<file path="config.mk">
export PLATFORM = sky130hd
export DESIGN_NAME = mem_port_arbiter_flat
export DESIGN_NICKNAME = d
export VERILOG_FILES = /design/src/rtl/mem_arb_pkg.sv /design/src/rtl/mem_port_arbiter_if.sv /design/src/rtl/mem_arb_pick.sv /design/src/rtl/mem_port_arbiter.sv /design/src/flat_wrapper.sv
export SDC_FILE = /design/constraint.sdc
export NUM_CORES = 1
export LEC_CHECK = 0
export CAP_MARGIN = 20
export CORE_AREA = 2 2 165 167
export CTS_CLUSTER_SIZE = 25
export DETAILED_ROUTE_END_ITERATION = 16
export DIE_AREA = 0 0 167 169
export PLACE_DENSITY = 0.77
export SLEW_MARGIN = 20
export SYNTH_ARGS = -nofsm -noshare
export SYNTH_HDL_FRONTEND = slang
export SYNTH_SLANG_ARGS = --single-unit
export TNS_END_PERCENT = 5
</file>
<file path="constraint.sdc">
create_clock -name clock -period 2.6 [get_ports clock]
set_input_delay 0.52 -clock clock [delete_from_list [all_inputs] [get_ports clock]]
set_output_delay 0.52 -clock clock [all_outputs]
set_load 0.01 [all_outputs]
</file>
<file path="src/rtl/mem_arb_pkg.sv">
// Shared types and default constants for the unified memory-port arbiter.
package mem_arb_pkg;

  typedef enum logic [1:0] {
    IDLE   = 2'd0,
    ACCESS = 2'd1,
    DONE   = 2'd2
  } state_e;

  typedef enum logic {
    OWN_IF = 1'b0,
    OWN_DM = 1'b1
  } owner_e;

  localparam int DEF_WAIT_CYCLES  = 2;
  localparam int DEF_STARVE_LIMIT = 3;

endpackage

</file>
<file path="src/rtl/mem_port_arbiter_if.sv">
// Bus bundle between the fetch/load-store requesters, the arbiter and the memory macro.
interface mem_port_arbiter_if #(
  parameter int AW = 32,
  parameter int DW = 64
);
  logic          if_req;
  logic [AW-1:0] if_addr;
  logic          if_ack;
  logic [DW-1:0] if_rdata;

  logic          dm_req;
  logic          dm_we;
  logic [AW-1:0] dm_addr;
  logic [DW-1:0] dm_wdata;
  logic          dm_ack;
  logic [DW-1:0] dm_rdata;

  logic          mem_cs;
  logic          mem_we;
  logic [AW-1:0] mem_addr;
  logic [DW-1:0] mem_wdata;
  logic [DW-1:0] mem_rdata;

  // Requesters plus memory macro side.
  modport master (
    output if_req, if_addr, dm_req, dm_we, dm_addr, dm_wdata, mem_rdata,
    input  if_ack, if_rdata, dm_ack, dm_rdata, mem_cs, mem_we, mem_addr, mem_wdata
  );

  // Arbiter side.
  modport slave (
    input  if_req, if_addr, dm_req, dm_we, dm_addr, dm_wdata, mem_rdata,
    output if_ack, if_rdata, dm_ack, dm_rdata, mem_cs, mem_we, mem_addr, mem_wdata
  );
endinterface

</file>
<file path="src/rtl/mem_arb_pick.sv">
// Combinational grant choice: data first, fetch forced once the starvation counter is full.
module mem_arb_pick
  import mem_arb_pkg::*;
(
  input  logic   if_req_i,
  input  logic   dm_req_i,
  input  logic   starve_full_i,
  output logic   grant_valid_o,
  output owner_e grant_owner_o
);

  // NOTE: every output gets a default first so no path leaves it unassigned (no latch).
  always_comb begin
    grant_valid_o = if_req_i | dm_req_i;
    grant_owner_o = OWN_IF;
    if (dm_req_i && !(if_req_i && starve_full_i)) grant_owner_o = OWN_DM;
  end

endmodule

</file>
<file path="src/rtl/mem_port_arbiter.sv">
// Single-outstanding arbiter for the unified memory port (IF vs DM).
// Optional ARB_STATS_EN adds a saturating conflict counter output.
module mem_port_arbiter
  import mem_arb_pkg::*;
#(
  parameter int AW           = 32,
  parameter int DW           = 64,
  parameter int WAIT_CYCLES  = DEF_WAIT_CYCLES,
  parameter int STARVE_LIMIT = DEF_STARVE_LIMIT
) (
  input  logic               clock,
  input  logic               reset,
  mem_port_arbiter_if.slave  bus,
  output logic               busy_o
`ifdef ARB_STATS_EN
  ,
  output logic [15:0]        conflict_count_o
`endif
);

  localparam int WW = $clog2(WAIT_CYCLES + 1);
  localparam int SW = $clog2(STARVE_LIMIT + 1);

  state_e        state_q, state_d;
  owner_e        owner_q;
  logic [AW-1:0] addr_q;
  logic          we_q;
  logic [DW-1:0] wdata_q;
  logic [WW-1:0] wait_q;
  logic [SW-1:0] starve_q;
  logic [DW-1:0] if_rdata_q;
  logic [DW-1:0] dm_rdata_q;

  logic   grant_valid;
  owner_e grant_owner;
  logic   in_access;
  logic   last_wait;

  mem_arb_pick u_pick (
    .if_req_i      (bus.if_req),
    .dm_req_i      (bus.dm_req),
    .starve_full_i (starve_q == SW'(STARVE_LIMIT)),
    .grant_valid_o (grant_valid),
    .grant_owner_o (grant_owner)
  );

  assign in_access = (state_q == ACCESS);
  assign last_wait = (wait_q == '0);

  // NOTE: sequential state uses non-blocking assignments so all registers update together.
  always_ff @(posedge clock) begin
    if (reset) state_q <= IDLE;
    else       state_q <= state_d;
  end

  always_comb begin
    state_d = state_q;
    unique case (state_q)
      IDLE:    if (grant_valid) state_d = ACCESS;
      ACCESS:  if (last_wait)   state_d = DONE;
      DONE:    state_d = IDLE;
      default: state_d = IDLE;
    endcase
  end

  // Transaction latches, wait counter, starvation guard and read-data holding registers.
  always_ff @(posedge clock) begin
    if (reset) begin
      owner_q    <= OWN_IF;
      addr_q     <= '0;
      we_q       <= 1'b0;
      wdata_q    <= '0;
      wait_q     <= '0;
      starve_q   <= '0;
      if_rdata_q <= '0;
      dm_rdata_q <= '0;
    end else begin
      unique case (state_q)
        IDLE: begin
          if (grant_valid) begin
            owner_q <= grant_owner;
            wait_q  <= WW'(WAIT_CYCLES - 1);
            if (grant_owner == OWN_DM) begin
              addr_q  <= bus.dm_addr;
              we_q    <= bus.dm_we;
              wdata_q <= bus.dm_wdata;
              if (!bus.if_req)                          starve_q <= '0;
              else if (starve_q != SW'(STARVE_LIMIT))   starve_q <= starve_q + SW'(1);
            end else begin
              addr_q   <= bus.if_addr;
              we_q     <= 1'b0;
              wdata_q  <= '0;
              starve_q <= '0;
            end
          end
        end
        ACCESS: begin
          if (!last_wait) begin
            wait_q <= wait_q - WW'(1);
          end else if (!we_q) begin
            if (owner_q == OWN_IF) if_rdata_q <= bus.mem_rdata;
            else                   dm_rdata_q <= bus.mem_rdata;
          end
        end
        default: ;
      endcase
    end
  end

  // Memory outputs are held at zero outside ACCESS so the macro sees a clean idle bus.
  assign bus.mem_cs    = in_access;
  assign bus.mem_we    = in_access & we_q;
  assign bus.mem_addr  = in_access ? addr_q  : '0;
  assign bus.mem_wdata = in_access ? wdata_q : '0;

  assign bus.if_ack   = (state_q == DONE) && (owner_q == OWN_IF);
  assign bus.dm_ack   = (state_q == DONE) && (owner_q == OWN_DM);
  assign bus.if_rdata = if_rdata_q;
  assign bus.dm_rdata = dm_rdata_q;
  assign busy_o       = (state_q != IDLE);

`ifdef ARB_STATS_EN
  logic [15:0] conflict_q;

  always_ff @(posedge clock) begin
    if (reset) begin
      conflict_q <= '0;
    end else if ((state_q == IDLE) && bus.if_req && bus.dm_req && (conflict_q != 16'hFFFF)) begin
      conflict_q <= conflict_q + 16'd1;
    end
  end

  assign conflict_count_o = conflict_q;
`endif

endmodule
</file>
<file path="src/flat_wrapper.sv">
// flat-port wrapper written by rule: the top's interface ports become plain ports
module mem_port_arbiter_flat import mem_arb_pkg::*;
#(
  parameter int AW           = 32,
  parameter int DW           = 64,
  parameter int WAIT_CYCLES  = DEF_WAIT_CYCLES,
  parameter int STARVE_LIMIT = DEF_STARVE_LIMIT
)
  (clock, reset, busy_o, bus_if_req, bus_if_addr, bus_dm_req, bus_dm_we, bus_dm_addr, bus_dm_wdata, bus_mem_rdata, bus_if_ack, bus_if_rdata, bus_dm_ack, bus_dm_rdata, bus_mem_cs, bus_mem_we, bus_mem_addr, bus_mem_wdata);
  mem_port_arbiter_if #(.AW(AW), .DW(DW)) bus_i ();
  input  logic clock;
  input  logic reset;
  output logic busy_o;
  input wire logic [$bits(bus_i.if_req)-1:0] bus_if_req;
  input wire logic [$bits(bus_i.if_addr)-1:0] bus_if_addr;
  input wire logic [$bits(bus_i.dm_req)-1:0] bus_dm_req;
  input wire logic [$bits(bus_i.dm_we)-1:0] bus_dm_we;
  input wire logic [$bits(bus_i.dm_addr)-1:0] bus_dm_addr;
  input wire logic [$bits(bus_i.dm_wdata)-1:0] bus_dm_wdata;
  input wire logic [$bits(bus_i.mem_rdata)-1:0] bus_mem_rdata;
  output wire logic [$bits(bus_i.if_ack)-1:0] bus_if_ack;
  output wire logic [$bits(bus_i.if_rdata)-1:0] bus_if_rdata;
  output wire logic [$bits(bus_i.dm_ack)-1:0] bus_dm_ack;
  output wire logic [$bits(bus_i.dm_rdata)-1:0] bus_dm_rdata;
  output wire logic [$bits(bus_i.mem_cs)-1:0] bus_mem_cs;
  output wire logic [$bits(bus_i.mem_we)-1:0] bus_mem_we;
  output wire logic [$bits(bus_i.mem_addr)-1:0] bus_mem_addr;
  output wire logic [$bits(bus_i.mem_wdata)-1:0] bus_mem_wdata;
  assign bus_i.if_req = bus_if_req;
  assign bus_i.if_addr = bus_if_addr;
  assign bus_i.dm_req = bus_dm_req;
  assign bus_i.dm_we = bus_dm_we;
  assign bus_i.dm_addr = bus_dm_addr;
  assign bus_i.dm_wdata = bus_dm_wdata;
  assign bus_i.mem_rdata = bus_mem_rdata;
  assign bus_if_ack = bus_i.if_ack;
  assign bus_if_rdata = bus_i.if_rdata;
  assign bus_dm_ack = bus_i.dm_ack;
  assign bus_dm_rdata = bus_i.dm_rdata;
  assign bus_mem_cs = bus_i.mem_cs;
  assign bus_mem_we = bus_i.mem_we;
  assign bus_mem_addr = bus_i.mem_addr;
  assign bus_mem_wdata = bus_i.mem_wdata;
  mem_port_arbiter #(.AW(AW), .DW(DW), .WAIT_CYCLES(WAIT_CYCLES), .STARVE_LIMIT(STARVE_LIMIT)) u_core (.clock(clock), .reset(reset), .bus(bus_i), .busy_o(busy_o));
endmodule
</file>
# Yosys cells after proc, flatten, opt, wreduce, memory -nomap -nowiden

Cells that the tools add are included.

Multiplexer cells: 14
Bitwise logic cells: 4
Add/subtract/negate cells: 2
Equal/unequal tests: 8
Reductions and logical operators: 15
Order comparisons: 0
Shift operators: 0
Multipliers: 0
Div/mod/pow operators: 0

Operator list:

| operator                                             | count |
|---|---|
| two-way mux 64 bit                                   | 2 |
| two-way mux 32 bit                                   | 2 |
| two-way mux 2 bit                                    | 6 |
| one-hot mux 2 bit (2 select lines)                   | 2 |
| AND reduction 4 bit                                  | 2 |
| != test 2 bit (second input constant)                | 3 |
| AND reduction 3 bit                                  | 2 |
| equality test 2 bit (second input constant)          | 2 |
| logical AND 1 bit                                    | 4 |
| logical NOT 2 bit                                    | 2 |
| AND reduction 2 bit                                  | 2 |
| nonzero test 2 bit                                   | 2 |
| != test 3 bit (second input constant)                | 1 |
| adder 2 x 1 -> 2 bit (second input constant)         | 1 |
| equality test 2 x 1 -> 1 bit (second input constant) | 1 |
| two-way mux 1 bit                                    | 2 |
| != test 2 x 1 -> 1 bit (second input constant)       | 1 |
| inverter 1 bit                                       | 2 |
| subtractor 2 x 1 -> 2 bit (second input constant)    | 1 |
| bitwise AND 1 bit                                    | 1 |
| logical NOT 1 bit                                    | 1 |
| OR 1 bit                                             | 1 |

Bits in writable memories: 0
Logic and storage cells: 52
Bits in read-only memories: 0
Latch bits: 0
Input port bits: 197
Bits in registers: 232
Memories: 0
Output and inout port bits: 229

# Longest topological paths before layout

Depth after elaboration: 7
Mapped depth: 7

# By module

From an unflattened synthesis, not the netlist that was laid out.

Cells, all modules: 1065
Area total of the unflattened synthesis: 9496.6 um^2

Modules (own cells, without submodules):

| module           | area an instance (um^2) | seq. area each (um^2) | instances | cells each |
|---|---|---|---|---|
| mem_port_arbiter | 9482.8                  | 4644.5                | 1         | 1063 |
| mem_arb_pick     | 13.8                    | 0.0                   | 1         | 2 |

# Worst setup path before layout

OpenSTA, ideal clock, no wires.

Path kind: register to output
Start: register u_core.state_q[1]
End: output bus_mem_addr[0]
Cell stages (with the launch flop): 7
Buffers on the path: 4
Data required time: 2080 ps
Data arrival time: 1404 ps
Path slack: 676 ps
Cell sequence: dfxtp_1 -> clkbuf_1 -> nor2b_1 -> clkbuf_1 -> clkbuf_1 -> clkbuf_1 -> and2_1

Cells in the longest elaborated chain, start to end: 2

Ends and longest elaborated chain:

| element                      | RTL line                | source |
|---|---|---|
| start: declaration           | mem_port_arbiter.sv:24  | `state_e state_q, state_d;` |
| start signal: assignment     | mem_port_arbiter.sv:53  | `else state_q <= state_d;` |
| equality test 2 x 1 -> 1 bit | mem_port_arbiter.sv:47  | `assign in_access = (state_q == ACCESS);` |
| two-way mux 32 bit           | mem_port_arbiter.sv:113 | `assign bus.mem_addr = in_access ? addr_q : '0;` |
| end: declaration             | flat_wrapper.sv:27      | `output wire logic [$bits(bus_i.mem_addr)-1:0] bus_mem_addr;` |

Every way passes these cells.

# Worst setup path in the final report

Start: register u_core.state_q[0]
End: output bus_mem_cs

Cells in the longest elaborated chain, start to end: 1

Ends and longest elaborated chain:

| element                      | RTL line               | source |
|---|---|---|
| equality test 2 x 1 -> 1 bit | mem_port_arbiter.sv:47 |  |
| end: declaration             | flat_wrapper.sv:25     | `output wire logic [$bits(bus_i.mem_cs)-1:0] bus_mem_cs;` |

Every way passes these cells.

==> flow_summary.yaml <==
synthesis:
  synth_cell_type_count: 32
  synth-simple-area-share: 0.2249
  synthTopCellsByCount: "232 x dfxtp_1, 220 x nand2_1, 128 x mux2i_1"
  synth_fp_nets: 1322
  synth.most_common_cell: "dfxtp_1"
  ys_warn_count: 0
  synth_largest_area_cell: "dfxtp_1"
  synthMuxAreaShare: 0.1309
  synth_adder_area_share: 0.002556
  synth.cell_area_um2: 9791
  postSynth.asyncResetShare: 0
  synth_top_family_by_area: "simple AND/OR/NAND/NOR gates"
  ys.flop_type: "dfxtp_1"
  synth_edf_count: 0
  synth_top_area_share: 0.4744
  ys_ff_latch: 232
  synth_compound_area_frac: 0.1191
  avgSynthCellArea_um2: 8.718
  synth_xor_xnor_area_share: 0
  syn_inst: 1123
  yosysSeqAreaShare: 0.4744
  synth.area.top_cells: "dfxtp_1 47%, mux2i_1 13%, nand2_1 8.4%, and2_1 6.2%, a21oi_1 5.2%"
floorplanning:
  coreArea_um2: 26500
  die_y_um: 169
  start_util: 0.3695
  io_pins: 426
  die_w_um: 167
  rows: 60
  die-area_um2: 28220
cells_and_area:
  syn2layout_area_growth_pct: 57.01
  layout.area.seq_um2: 4649
  n_fill_cell: 2251
  multi_input_area_um2: 4713
  drive_gt1_frac: 0.05695
  fin_nets: 1691
  fin_area_um2: 15370
detailed_routing:
  avgViaCountPerCell: 5.200
  drt-total-wl_um: 32380
  vias: 9635
  antenna_left: 0
  drtIter0Drc: 524
  dr.pass1.iters: 5
  drc_errors: 0
  wl_per_cell_um: 17.48
power:
  p_sw_frac: 0.2553
  power_density_nw_per_um2: 618.3
  seqPwrFrac: 0.413
  combinationalPowerShare: 0.178
  ir_worst_vdd_mv: 0.7883
  p_leak_nw: 6.986
  p_int_mw: 7.078
  p_clk_frac: 0.410
  netSwitchingPower_mw: 2.426
cts:
  clkTransAtPathRegs_ns: 0.06
  htreeDepth: 1
  cts_tree: "yes"
  hold_buffers: 0
  cts_buffer_depth: 3
  cts_buffers: 26
  cts.sinks: 232
  clkLatencyLatePin_ns: 0.53
  cts_root_buffer: "clkbuf_16"
worst_setup_path:
  path_cells: "nor2b_4 -> buf_6 -> buf_16 -> clkdlybuf4s50_1"
  ff2ff_setup_slack_ns: 0.64
  end_kind: "output port"
  reg2reg_depth: 5
  timing.rr.end: "u_core.addr_q[24]"
  slowest_stage: "clkdlybuf4s50_1"
  cp.arrival_ns: 1.95
  cp.buffers_inverters: 3
  cp.depth: 4
  critPathLaunch: "u_core.state_q[0]"
  crit_path_start_kind: "flop"
  cp.required_ns: 2.08
  regToRegStartpoint: "u_core.state_q[1]"
  max_stage_delay_ns: 0.54
  crit_type: "reg -> out"
  cp_top_family: "buffers and inverters"
  crit_fanout: 17
  critPathCapture: "bus_mem_cs"
job:
  maxCapViolCount: 0
placement:
  dp_hpwl_um: 21600
  finalWeightedCongestion: 0.8221
  io_buffers: 425
  place_area_um2: 14330
  dp_slack_ns: 0.1622
global_routing:
  grt_max_degree: 144
  grt_overflow_total: 0
  antenna_found_initial: 2
  grt_usage: 0.2148
  grt_pass1_wl_um: 50100
  grt_pass1_vias: 9526
sta:
  max_freq_ghz: 0.4056
  worst_pin_slew_ns: 0.9346
  whs_ns: 0.3711
  period_minus_slack_ns: 2.465
  rsz0062_at_grt: "false"
  hold_viol: 0
  slew_violations: 0
  min_period_over_period: 0.9482
  layout_setup_ws_ns: 0.1346
  skew_ns: 0.01657
  relSlewSlack: 0.3763
  finalSetupViolCount: 0
min_path:
  hp-class: "in -> reg"
status:
  status: "finished, final reports clean"
## per-layer routing
layer / routed length, µm / track usage
met1: 12990 / 0.2563
met2: 15360 / 0.3645
met3: 2841 / 0.06430
met4: 1186 / 0.08208
met5: 0 / 0
## kinds of logic after synthesis
family                   Yosys count
adder cells (fa/ha/maj)            2
multiplexers                     128
AND/OR/NAND/NOR                  439
buffers and inverters            116
flip-flops                       232
AO/OA/AOI/OAI                    206
## layout by cell type (no fill, tap or decap), types with 9 or more instances in the layout
master           instances
a21oi_1                102
a311oi_1                32
and2_1                  97
buf_12                   9
buf_4                   16
clkbuf_16               28
clkdlybuf4s50_1        326
dfxtp_1                230
dlygate4sd2_1           55
dlymetal6s2s_1          42
mux2i_1                128
nand2_1                219
nand2b_1                39
nand4_1                 65
o21ai_0                 66
## worst min path at each step
| stage | end | start | cells after the start | slack, ns |
|---|---|---|---|---|
| floorplan | u_core.wdata_q[0] | u_core.wdata_q[0] | 2 | 0.44 |
| global placement | u_core.bus.if_rdata[48] | u_core.bus.if_rdata[48] | 2 | 0.44 |
| detailed placement | u_core.bus.if_rdata[48] | u_core.bus.if_rdata[48] | 2 | 0.45 |
| CTS | u_core.bus.if_rdata[7] | reset | 4 | 0.36 |
| global route | u_core.bus.if_rdata[7] | reset | 4 | 0.38 |
| finish | u_core.bus.if_rdata[7] | reset | 4 | 0.37 |
## worst min-delay path: cells and delay by family
family | cells | cell delay (ns)
buf+inv | 2 | 0.20
simple gates | 1 | 0.08
mux | 1 | 0.05
## power groups by stage
stage / combinational, mW / clock (mW) / sequential, mW
after detailed placement: 1.68 / 0 / 3.99
final: 1.69 / 3.89 / 3.92
after CTS: 1.69 / 3.97 / 3.92
after global placement: 1.66 / 0 / 3.99
after floorplan: 0.788 / 0 / 4.00
after global routing: 1.82 / 4.14 / 3.95
## flip-flops by register name, summed over array words and instances, names as in the netlist
| name | cells |
|---|---|
| u_core.bus.dm_rdata | 64 |
| u_core.bus.if_rdata | 64 |
| u_core.wdata_q | 64 |
| u_core.addr_q | 32 |
| u_core.starve_q | 2 |
| u_core.state_q | 2 |
| u_core.wait_q | 2 |
| u_core.owner_q | 1 |
| u_core.we_q | 1 |
## timing repair
action / in CTS / in global routing
setup endpoints to repair: 98 / 43
resized for setup: 62 / 43
buffers inserted: 2 / 0
cloned: 1 / 1
## through the flow
stage                     setup TNS [ns]  cells  utilization  power (mW)
after floorplan                        0   1123            -       4.789
after detailed placement               0   1801       0.5406       5.671
after global routing                   0   1853       0.5801       9.906
after CTS                        -0.2260   1850       0.5748       9.581
final                                  0   1853       0.5801       9.505
after global placement                 0   1801       0.5406       5.643
## final cells by class
type,instances,share of cell area
Multi-Input combinational cell,775,0.3066
Sequential cell,232,0.3025
Timing Repair Buffer,452,0.3018
Clock buffer,35,0.04916
Tap cell,341,0.02776
Clock inverter,11,0.01050
Inverter,5,0.001384
Antenna cell,2,0.0003256
Note: power is estimated with default switching activity, not from simulation.
